$ cat src/rtl/alu_and_rf_pkg.sv
// Shared ALU control encodings for the MIPS-style datapath slice.
// Imported by the register file and by the ALU top.
package alu_and_rf_pkg;

   localparam int DATA_W = 32;
   localparam int ADDR_W = 5;

   localparam logic [1:0] ALUOP_ADD  = 2'b00;
   localparam logic [1:0] ALUOP_SUB  = 2'b01;
   localparam logic [1:0] ALUOP_FUNC = 2'b10;

   localparam logic [3:0] FN_ADD = 4'b0000;
   localparam logic [3:0] FN_SUB = 4'b0010;
   localparam logic [3:0] FN_AND = 4'b0100;
   localparam logic [3:0] FN_OR  = 4'b0101;
   localparam logic [3:0] FN_NOR = 4'b0111;
   localparam logic [3:0] FN_SLT = 4'b1010;

   typedef enum logic [2:0] {
      OP_ADD,
      OP_SUB,
      OP_AND,
      OP_OR,
      OP_NOR,
      OP_SLT,
      OP_ZERO
   } alu_op_e;

endpackage

$ cat src/rtl/alu_and_rf_regfile.sv
// 32x32 register file: two combinational reads, one write port.
// Async clear; register 0 is never written so it always reads 0.
module alu_and_rf_regfile
   import alu_and_rf_pkg::*;
(
   input  logic              clk,
   input  logic              rst,
   input  logic              we,
   input  logic [ADDR_W-1:0] waddr,
   input  logic [DATA_W-1:0] wdata,
   input  logic [ADDR_W-1:0] raddr1,
   input  logic [ADDR_W-1:0] raddr2,
   output logic [DATA_W-1:0] rdata1,
   output logic [DATA_W-1:0] rdata2
);

   logic [DATA_W-1:0] regs [2**ADDR_W];

   always_ff @(posedge clk or posedge rst) begin
      if (rst) begin
         for (int i = 0; i < 2**ADDR_W; i++) begin
            regs[i] <= '0;
         end
      end else if (we && (waddr != '0)) begin
         regs[waddr] <= wdata;
      end
   end

   // No bypass: a same-cycle read sees the pre-edge value.
   assign rdata1 = regs[raddr1];
   assign rdata2 = regs[raddr2];

endmodule

$ cat src/rtl/alu_and_rf.sv
// Register file feeding a combinational 32-bit ALU.
// ALU control decode and datapath live here; storage is in the regfile.
module alu_and_rf
   import alu_and_rf_pkg::*;
(
   input  logic              clk,
   input  logic              rst,
   input  logic [ADDR_W-1:0] Read1,
   input  logic [ADDR_W-1:0] Read2,
   input  logic [ADDR_W-1:0] WriteReg,
   input  logic [1:0]        RegWrite,
   input  logic [DATA_W-1:0] WriteData,
   input  logic [3:0]        FuncCode,
   input  logic [1:0]        ALUOp,
   output logic [1:0]        Zero,
   output logic [DATA_W-1:0] ALUOut
);

   logic [DATA_W-1:0] a;
   logic [DATA_W-1:0] b;
   alu_op_e           op;

   alu_and_rf_regfile u_rf (
      .clk    (clk),
      .rst    (rst),
      .we     (RegWrite[0]),
      .waddr  (WriteReg),
      .wdata  (WriteData),
      .raddr1 (Read1),
      .raddr2 (Read2),
      .rdata1 (a),
      .rdata2 (b)
   );

   always_comb begin
      op = OP_ZERO;
      unique casez (ALUOp)
         ALUOP_ADD: op = OP_ADD;
         ALUOP_SUB: op = OP_SUB;
         2'b1?: begin
            case (FuncCode)
               FN_ADD:  op = OP_ADD;
               FN_SUB:  op = OP_SUB;
               FN_AND:  op = OP_AND;
               FN_OR:   op = OP_OR;
               FN_NOR:  op = OP_NOR;
               FN_SLT:  op = OP_SLT;
               default: op = OP_ZERO;
            endcase
         end
         default: op = OP_ZERO;
      endcase
   end

   always_comb begin
      ALUOut = '0;
      unique case (op)
         OP_ADD:  ALUOut = a + b;
         OP_SUB:  ALUOut = a - b;
         OP_AND:  ALUOut = a & b;
         OP_OR:   ALUOut = a | b;
         OP_NOR:  ALUOut = ~(a | b);
         OP_SLT:  ALUOut = {{(DATA_W-1){1'b0}}, $signed(a) < $signed(b)};
         default: ALUOut = '0;
      endcase
   end

   assign Zero = {1'b0, ALUOut == '0};

endmodule

$ cat config.mk
export PLATFORM = sky130hd
export DESIGN_NAME = alu_and_rf
export DESIGN_NICKNAME = d
export VERILOG_FILES = /design/src/rtl/alu_and_rf_pkg.sv /design/src/rtl/alu_and_rf_regfile.sv /design/src/rtl/alu_and_rf.sv
export SDC_FILE = /design/constraint.sdc
export NUM_CORES = 2
export LEC_CHECK = 0
export CAP_MARGIN = 20
export CORE_ASPECT_RATIO = 1.75
export CORE_UTILIZATION = 35
export CTS_BUF_LIST = sky130_fd_sc_hd__clkbuf_4 sky130_fd_sc_hd__clkbuf_8 sky130_fd_sc_hd__clkbuf_16
export CTS_CLUSTER_SIZE = 24
export DETAILED_ROUTE_END_ITERATION = 7
export SLEW_MARGIN = 20
export SYNTH_ARGS = -nofsm -noshare
export SYNTH_HDL_FRONTEND = slang
export SYNTH_HIERARCHICAL = 1
export SYNTH_SLANG_ARGS = --single-unit
export TNS_END_PERCENT = 1
$ cat constraint.sdc
create_clock -name clk -period 62.2 [get_ports clk]
set_clock_uncertainty 0.1 [all_clocks]
set_input_delay 9.33 -clock clk [delete_from_list [all_inputs] [get_ports clk]]
set_output_delay 9.33 -clock clk [all_outputs]
set_load 0.1 [all_outputs]
# After elaboration in Yosys (flattened, before gate mapping)

Index checks and enable logic that the tools add are counted.

Register bits: 1024
Bits of input ports: 57
Output and inout port bits: 34
Word-level logic and storage cells: 75

$add $sub $neg: 2
Order comparisons: 5
Eq/ne operators: 11
Multiplexer cells: 12
Bitwise logic cells: 6
Reduce and logical (&&, ||, !) cells: 7

Operators with widths:

| operator                                                   | count |
|---|---|
| bitwise mux 1024 bit                                       | 1 |
| binary-select mux 32 bit (select 5 bit)                    | 2 |
| one-hot mux 32 bit (6 select lines)                        | 1 |
| demux 32 bit (select 5 bit)                                | 1 |
| 2-to-1 mux 32 bit                                          | 5 |
| adder 32 bit                                               | 1 |
| bitwise AND 32 bit                                         | 1 |
| zero test 32 bit                                           | 1 |
| less-than comparator 32 bit                                | 1 |
| NOT 32 bit                                                 | 1 |
| OR 32 bit                                                  | 1 |
| subtractor 32 bit                                          | 1 |
| >= comparator 6 bit, second input constant                 | 3 |
| NOT 5 -> 6 bit                                             | 3 |
| one-hot mux 3 bit (6 select lines)                         | 1 |
| equality test 4 x 3 -> 1 bit, second input constant        | 3 |
| one-hot mux 3 bit (3 select lines)                         | 1 |
| equality test 3 x 2 -> 1 bit, second input constant        | 2 |
| equality test 3 bit, second input constant                 | 2 |
| less-than comparator 6 x 1 -> 1 bit, second input constant | 1 |
| nonzero test 5 bit                                         | 1 |
| equality test 4 x 2 -> 1 bit, second input constant        | 1 |
| equality test 4 bit, second input constant                 | 1 |
| zero test 4 bit                                            | 1 |
| 5 further kinds                                            | 6 |

# Depth between registers and ports, before layout

Depth in word-level cells: 8
Depth in mapped cells: 23
Depth with buffers taken out: 20

# Hierarchy

The synthesis kept the hierarchy.

Modules (own cells, without submodules):

| module             | instances | cells each | area an instance (um2) |
|---|---|---|---|
| alu_and_rf_regfile | 1         | 4602       | 55939.9 |
| alu_and_rf         | 1         | 874        | 5654.2 |

# Worst setup path before layout

No wires, ideal clock.

Path type: input -> output
From: input Read1[1]
To: output Zero[0]
Data arrival time: 15.791 ns
Slack: 36.979 ns
Cell stages on the path: 22
Path through: buf_2 > buf_4 > buf_2 > buf_2 > mux2i_1 > nand2_1 > a31oi_1 > nand3_1 > inv_1 > ha_1 > buf_2 > or3_1 > nor3_1 > a21boi_1 > a211oi_1 > a21oi_1 > a21oi_1 > a211o_1 > a31oi_1 > o21ai_0 > or4_1 > nor2_1

Elaborated cells on any way between the ends: 12

RTL lines:

| element                                                  | line                               | source |
|---|---|---|
| start: declaration                                       | alu_and_rf.sv:8                    | `input logic [ADDR_W-1:0] Read1,` |
| NOT 5 -> 6 bit (implied by the code) (*)                 | alu_and_rf_regfile.sv:30           | `assign rdata1 = regs[raddr1];` |
| binary-select mux 32 bit (select 5 bit) (*)              | alu_and_rf_regfile.sv:30           |  |
| 2-to-1 mux 32 bit (implied by the code) (*) (2 in a row) | alu_and_rf_regfile.sv:30           |  |
| net a[14]                                                | alu_and_rf.sv:19                   | `logic [DATA_W-1:0] a;` |
| subtractor 32 bit or adder 32 bit (tied branches)        | alu_and_rf.sv:59, alu_and_rf.sv:58 |  |
| one-hot mux 32 bit (6 select lines) (*)                  | alu_and_rf.sv:57                   | `unique case (op)` |
| net ALUOut[25]                                           | alu_and_rf.sv:16                   | `output logic [DATA_W-1:0] ALUOut` |
| zero test 32 bit (*)                                     | alu_and_rf.sv:68                   | `assign Zero = {1'b0, ALUOut == '0};` |
| end: declaration                                         | alu_and_rf.sv:15                   | `output logic [1:0] Zero,` |

The timed path passes the listed nets; every way through them passes the cells marked *. The select of a mux whose other input is x is not followed.

# Worst setup path after layout

From: input Read2[1]
To: output Zero[0]

Word-level cells in the longest chain between the ends: 8
Elaborated cells on any way between the ends: 12

RTL lines:

| element                                                                   | line                     | source |
|---|---|---|
| start: declaration                                                        | alu_and_rf.sv:9          | `input logic [ADDR_W-1:0] Read2,` |
| NOT 5 -> 6 bit (implied by the code) (*)                                  | alu_and_rf_regfile.sv:31 | `assign rdata2 = regs[raddr2];` |
| binary-select mux 32 bit (select 5 bit) (*)                               | alu_and_rf_regfile.sv:31 |  |
| 2-to-1 mux 32 bit (implied by the code) (*) (2 in a row)                  | alu_and_rf_regfile.sv:31 |  |
| net b[4]                                                                  | alu_and_rf.sv:20         | `logic [DATA_W-1:0] b;` |
| parallel branches: the longest is 2 deep, another holds subtractor 32 bit | --                       |  |
| one-hot mux 32 bit (6 select lines) (*)                                   | alu_and_rf.sv:57         |  |
| zero test 32 bit (*)                                                      | alu_and_rf.sv:68         |  |

Mark *: on every way through the listed nets, which the timed path passes. The select of a mux whose other input is x is not followed.

==> reports/qor.log <==
[power] relative contribution of combinational cells to total power 0.274
[synth] number of synthesized flops with an enable pin 0
[worst_setup_path] CP max FO 75
[worst_setup_path] Worst path max stage delay 1.14 ns
[global_routing] initial antenna violation count 19
[detailed_routing] via/cell ratio 5.98
[layout] area of the multi-input gates 33000 sq um
[worst_setup_path] capturing element type of the critical path output port
[place] DP HPWL 113000 um
[power] Pwr Density 30.6 nW/um^2
[power] maximum VDD drop 19.2 uV
[global_routing] pin count of the biggest net entering global routing 184
[global_routing] vias in the first global route 46.1k
[synth] Synth Register Bits 1024
[layout] max reg flops 1024
[power] P_leak 0.0307 uW
[sta] setup-violating endpoint count in the final report 0
[synth] share of synthesized area occupied by flip-flops and latches 0.416
[detailed_routing] routed wire length 204000 um
[cts] CTS sink cnt 1024
[cts] htree depth 3
[layout] sequential cell area 25600 sq um
[synth] predominant post-synthesis flop cell dfrtp_1
[worst_setup_path] gate family responsible for the most delay along the worst path buffers and inverters
[die] floorplan die area 178000 sq um
[sta] number of pins exceeding their max-slew limit in the final report 0
[detailed_routing] Detail Route Antenna Nets 0
[sta] final setup TNS 0 ns
[die] die boundary width 319 um
[layout] Top reg by flops u_rf/regs
[place] count of buffers inserted at the top-level ports 88
[die] starting density of the core 0.352
[sta] total count of hold-check failures in the final report 0
[cts] clock latency on the worst-skew pair 0.68 ns
[global_routing] grt ovf 0
[synth] largest area contributor in the netlist dfrtp_1
[sta] clock period minus final worst setup slack 28.41 ns
[power] switching power share of the total 0.329
[cts] PostCTS Resize Cnt 0
[power] Power Internal 1370 uW
[layout] layout cells sized above 1 0.246
[layout] Layout Nets 5380
[detailed_routing] TritonRoute pass-1 iters 7
[die] number of placed I/O pins 91
[die] core area 175000 sq um
[global_routing] total track usage 0.225
[synth] Netlist Area Pre-Place 61600 sq um
[run] reported max-cap violation count 0
[cts] buffer depth of the longest clock path 3
[worst_setup_path] critical path required time 52.77 ns
[synth] Yosys warning total 6
[cts] number of clock buffers inserted by TritonCTS 88
[power] switching power total 670 uW
[synth] number of distinct library cells after synthesis 87
[power] part of the total power dissipated in sequential elements 0.434
[global_routing] wire length of the first global-routing pass 301000 um
[cts] buffer count from post-CTS setup fixing 0
[worst_setup_path] Slowest cell on crit path clkdlybuf4s50_1
[detailed_routing] average wire per standard cell 27.0 um
[worst_setup_path] worst path bufs/invs 6
[sta] worst max-slew margin expressed relative to the limit 0.221
[synth] net count after synthesis 5635
[sta] actual slew at the worst max-slew pin 1.17 ns
[synth] dominant cell by count in the synthesized netlist mux2i_1
[layout] registers with the most flip-flops u_rf/regs (1024)
[run_status] outcome finished clean
[cts] Clock transition at path regs 0.07 ns
[worst_hold_path] HP Class flop to flop
[die] Std-Cell Rows 203
[die] Die H 557 um
[synth] area fraction of the dominant cell type after synthesis 0.416
[synth] leading post-synthesis cells by instance count 1039 x mux2i_1, 1024 x dfrtp_1, 956 x mux2_2, 270 x nand2_1, 268 x a21oi_1
[worst_setup_path] Worst Setup Path Type input pin to output port
[detailed_routing] routed vias 45.1k
[layout] post-layout instance area 66500 sq um
[sta] final period utilization 0.457
[synth] number of instances in the synthesized netlist 5476
[cts] Root Buffer clkbuf_16
[synth] mean area per synthesized cell 11.2 sq um
[detailed_routing] residual DRC count 0
[place] last weighted congestion value of the routability-driven placer 0.949
[worst_setup_path] data arrival time of the critical path 18.98 ns
[place] post-place instance area 63500 sq um
[power] Clock Power Share 0.291
[cts] hold-fix buffer count after cts 0
[worst_setup_path] kind of start point of the critical path input pin
[worst_setup_path] chain of cells forming the critical path buf_8, buf_4, buf_4, buf_4, mux2i_1, a22o_1, nor3_1, a31oi_1, nand3_1, inv_1, ha_1, nor2b_1, nor3_1, a211oi_1, a211oi_1, o211ai_1, mux2i_1, a211oi_1, o2111ai_1, nor4_1, nand4_1, nor2_1, clkdlybuf4s50_1
[sta] Max Fclk 0.0352 GHz
[layout] FILL cells 16.9k
[cts] clock tree from TritonCTS done
[detailed_routing] initial drt markers 3807
[synth] top cells by area, synth dfrtp_1 42%, mux2_2 17%, mux2i_1 17%
[sta] RSZ-0062 raised after global routing false
[layout] area overhead of the layout relative to synthesis 8.01%
[synth] share of synthesized registers carrying an async set or reset 1.00
metal layers:
layer / wire length [um] / track usage / up-vias
li1: - / - / 19600
met1: 82700 / 0.273 / 23500
met2: 99900 / 0.385 / 1458
met3: 10700 / 0.0312 / 514
met4: 10800 / 0.118 / 22
met5: 138 / 0 / -
metrics by stage:
step	hold slack (ns)	utilization	total power [uW]	setup WS, ns	cells
after floorplan	0.349	-	1300	23.95	5476
after global placement	0.284	0.363	1420	33.79	7385
after detailed placement	0.288	0.363	1450	33.80	7385
after CTS	0.303	0.381	2040	33.78	7544
after global routing	0.311	0.381	2130	33.51	7550
final	0.301	0.381	2040	33.79	7550
cell usage in the layout, fill, tap and decap left out, drive strengths merged, types with 8 or more instances in the layout:
| cell | n |
|---|---|
| a211oi | 28 |
| a21o | 17 |
| a21oi | 269 |
| a221oi | 11 |
| a22o | 128 |
| a22oi | 201 |
| a31oi | 90 |
| and2 | 11 |
| and3 | 8 |
| buf | 106 |
| bufinv | 8 |
| clkbuf | 128 |
| clkdlybuf4s50 | 74 |
| clkinv | 17 |
| dfrtp | 1024 |
| ha | 100 |
| inv | 116 |
| mux2 | 994 |
| mux2i | 1039 |
| nand2 | 270 |
| nand2b | 15 |
| nand3 | 209 |
| nor2 | 91 |
| nor2b | 12 |
| nor3 | 90 |
| nor3b | 8 |
| nor4 | 15 |
| o211ai | 9 |
| o21ai | 50 |
| o22ai | 18 |
| o31a | 10 |
| o31ai | 9 |
| or2 | 9 |
| or3 | 9 |
kinds of logic after synthesis:
family | Yosys count | share of synthesized area
and+or+nand+nor | 770 | 0.0607
buffers and inverters | 638 | 0.0511
DFF | 1024 | 0.416
other | 1 | 0.0000609
xor gates and xnor gates | 4 | 0.000569
muxes | 2033 | 0.351
AOI/OAI and AO/OA | 904 | 0.100
adders and majority gates | 102 | 0.0210
area by class of cell:
class                           count  share of cell area
Sequential cell                  1024               0.385
Clock buffer                      128              0.0401
Tap cell                         2255              0.0424
Antenna cell                        5            0.000188
Timing Repair Buffer              180              0.0245
Multi-Input combinational cell   3814               0.495
Inverter                          113             0.00649
Clock inverter                     31             0.00574
power by group through the flow:
stage	combinational, uW	clock (uW)	sequential [uW]
3_5_place_dp	553	0	894
4_1_cts	554	606	881
3_3_place_gp	542	0	882
5_1_grt	600	629	901
2_1_floorplan	432	0	873
6_report	558	594	885
path summary, 6_finish.rpt:
check                                start              end  slack (ns)  depth (start not counted)
hold reg to reg            u_rf/regs[1009]  u_rf/regs[1009]        0.30                          0
min in group asynchronous              rst   u_rf/regs[995]        9.17                          2
setup reg to reg            u_rf/regs[372]   u_rf/regs[372]       61.28                          1
hold / removal             u_rf/regs[1009]  u_rf/regs[1009]        0.30                          0
setup / recovery                  Read2[1]          Zero[0]       33.79                         23
max in group asynchronous              rst   u_rf/regs[414]       49.61                          5
(Power assumes the default switching activity.)
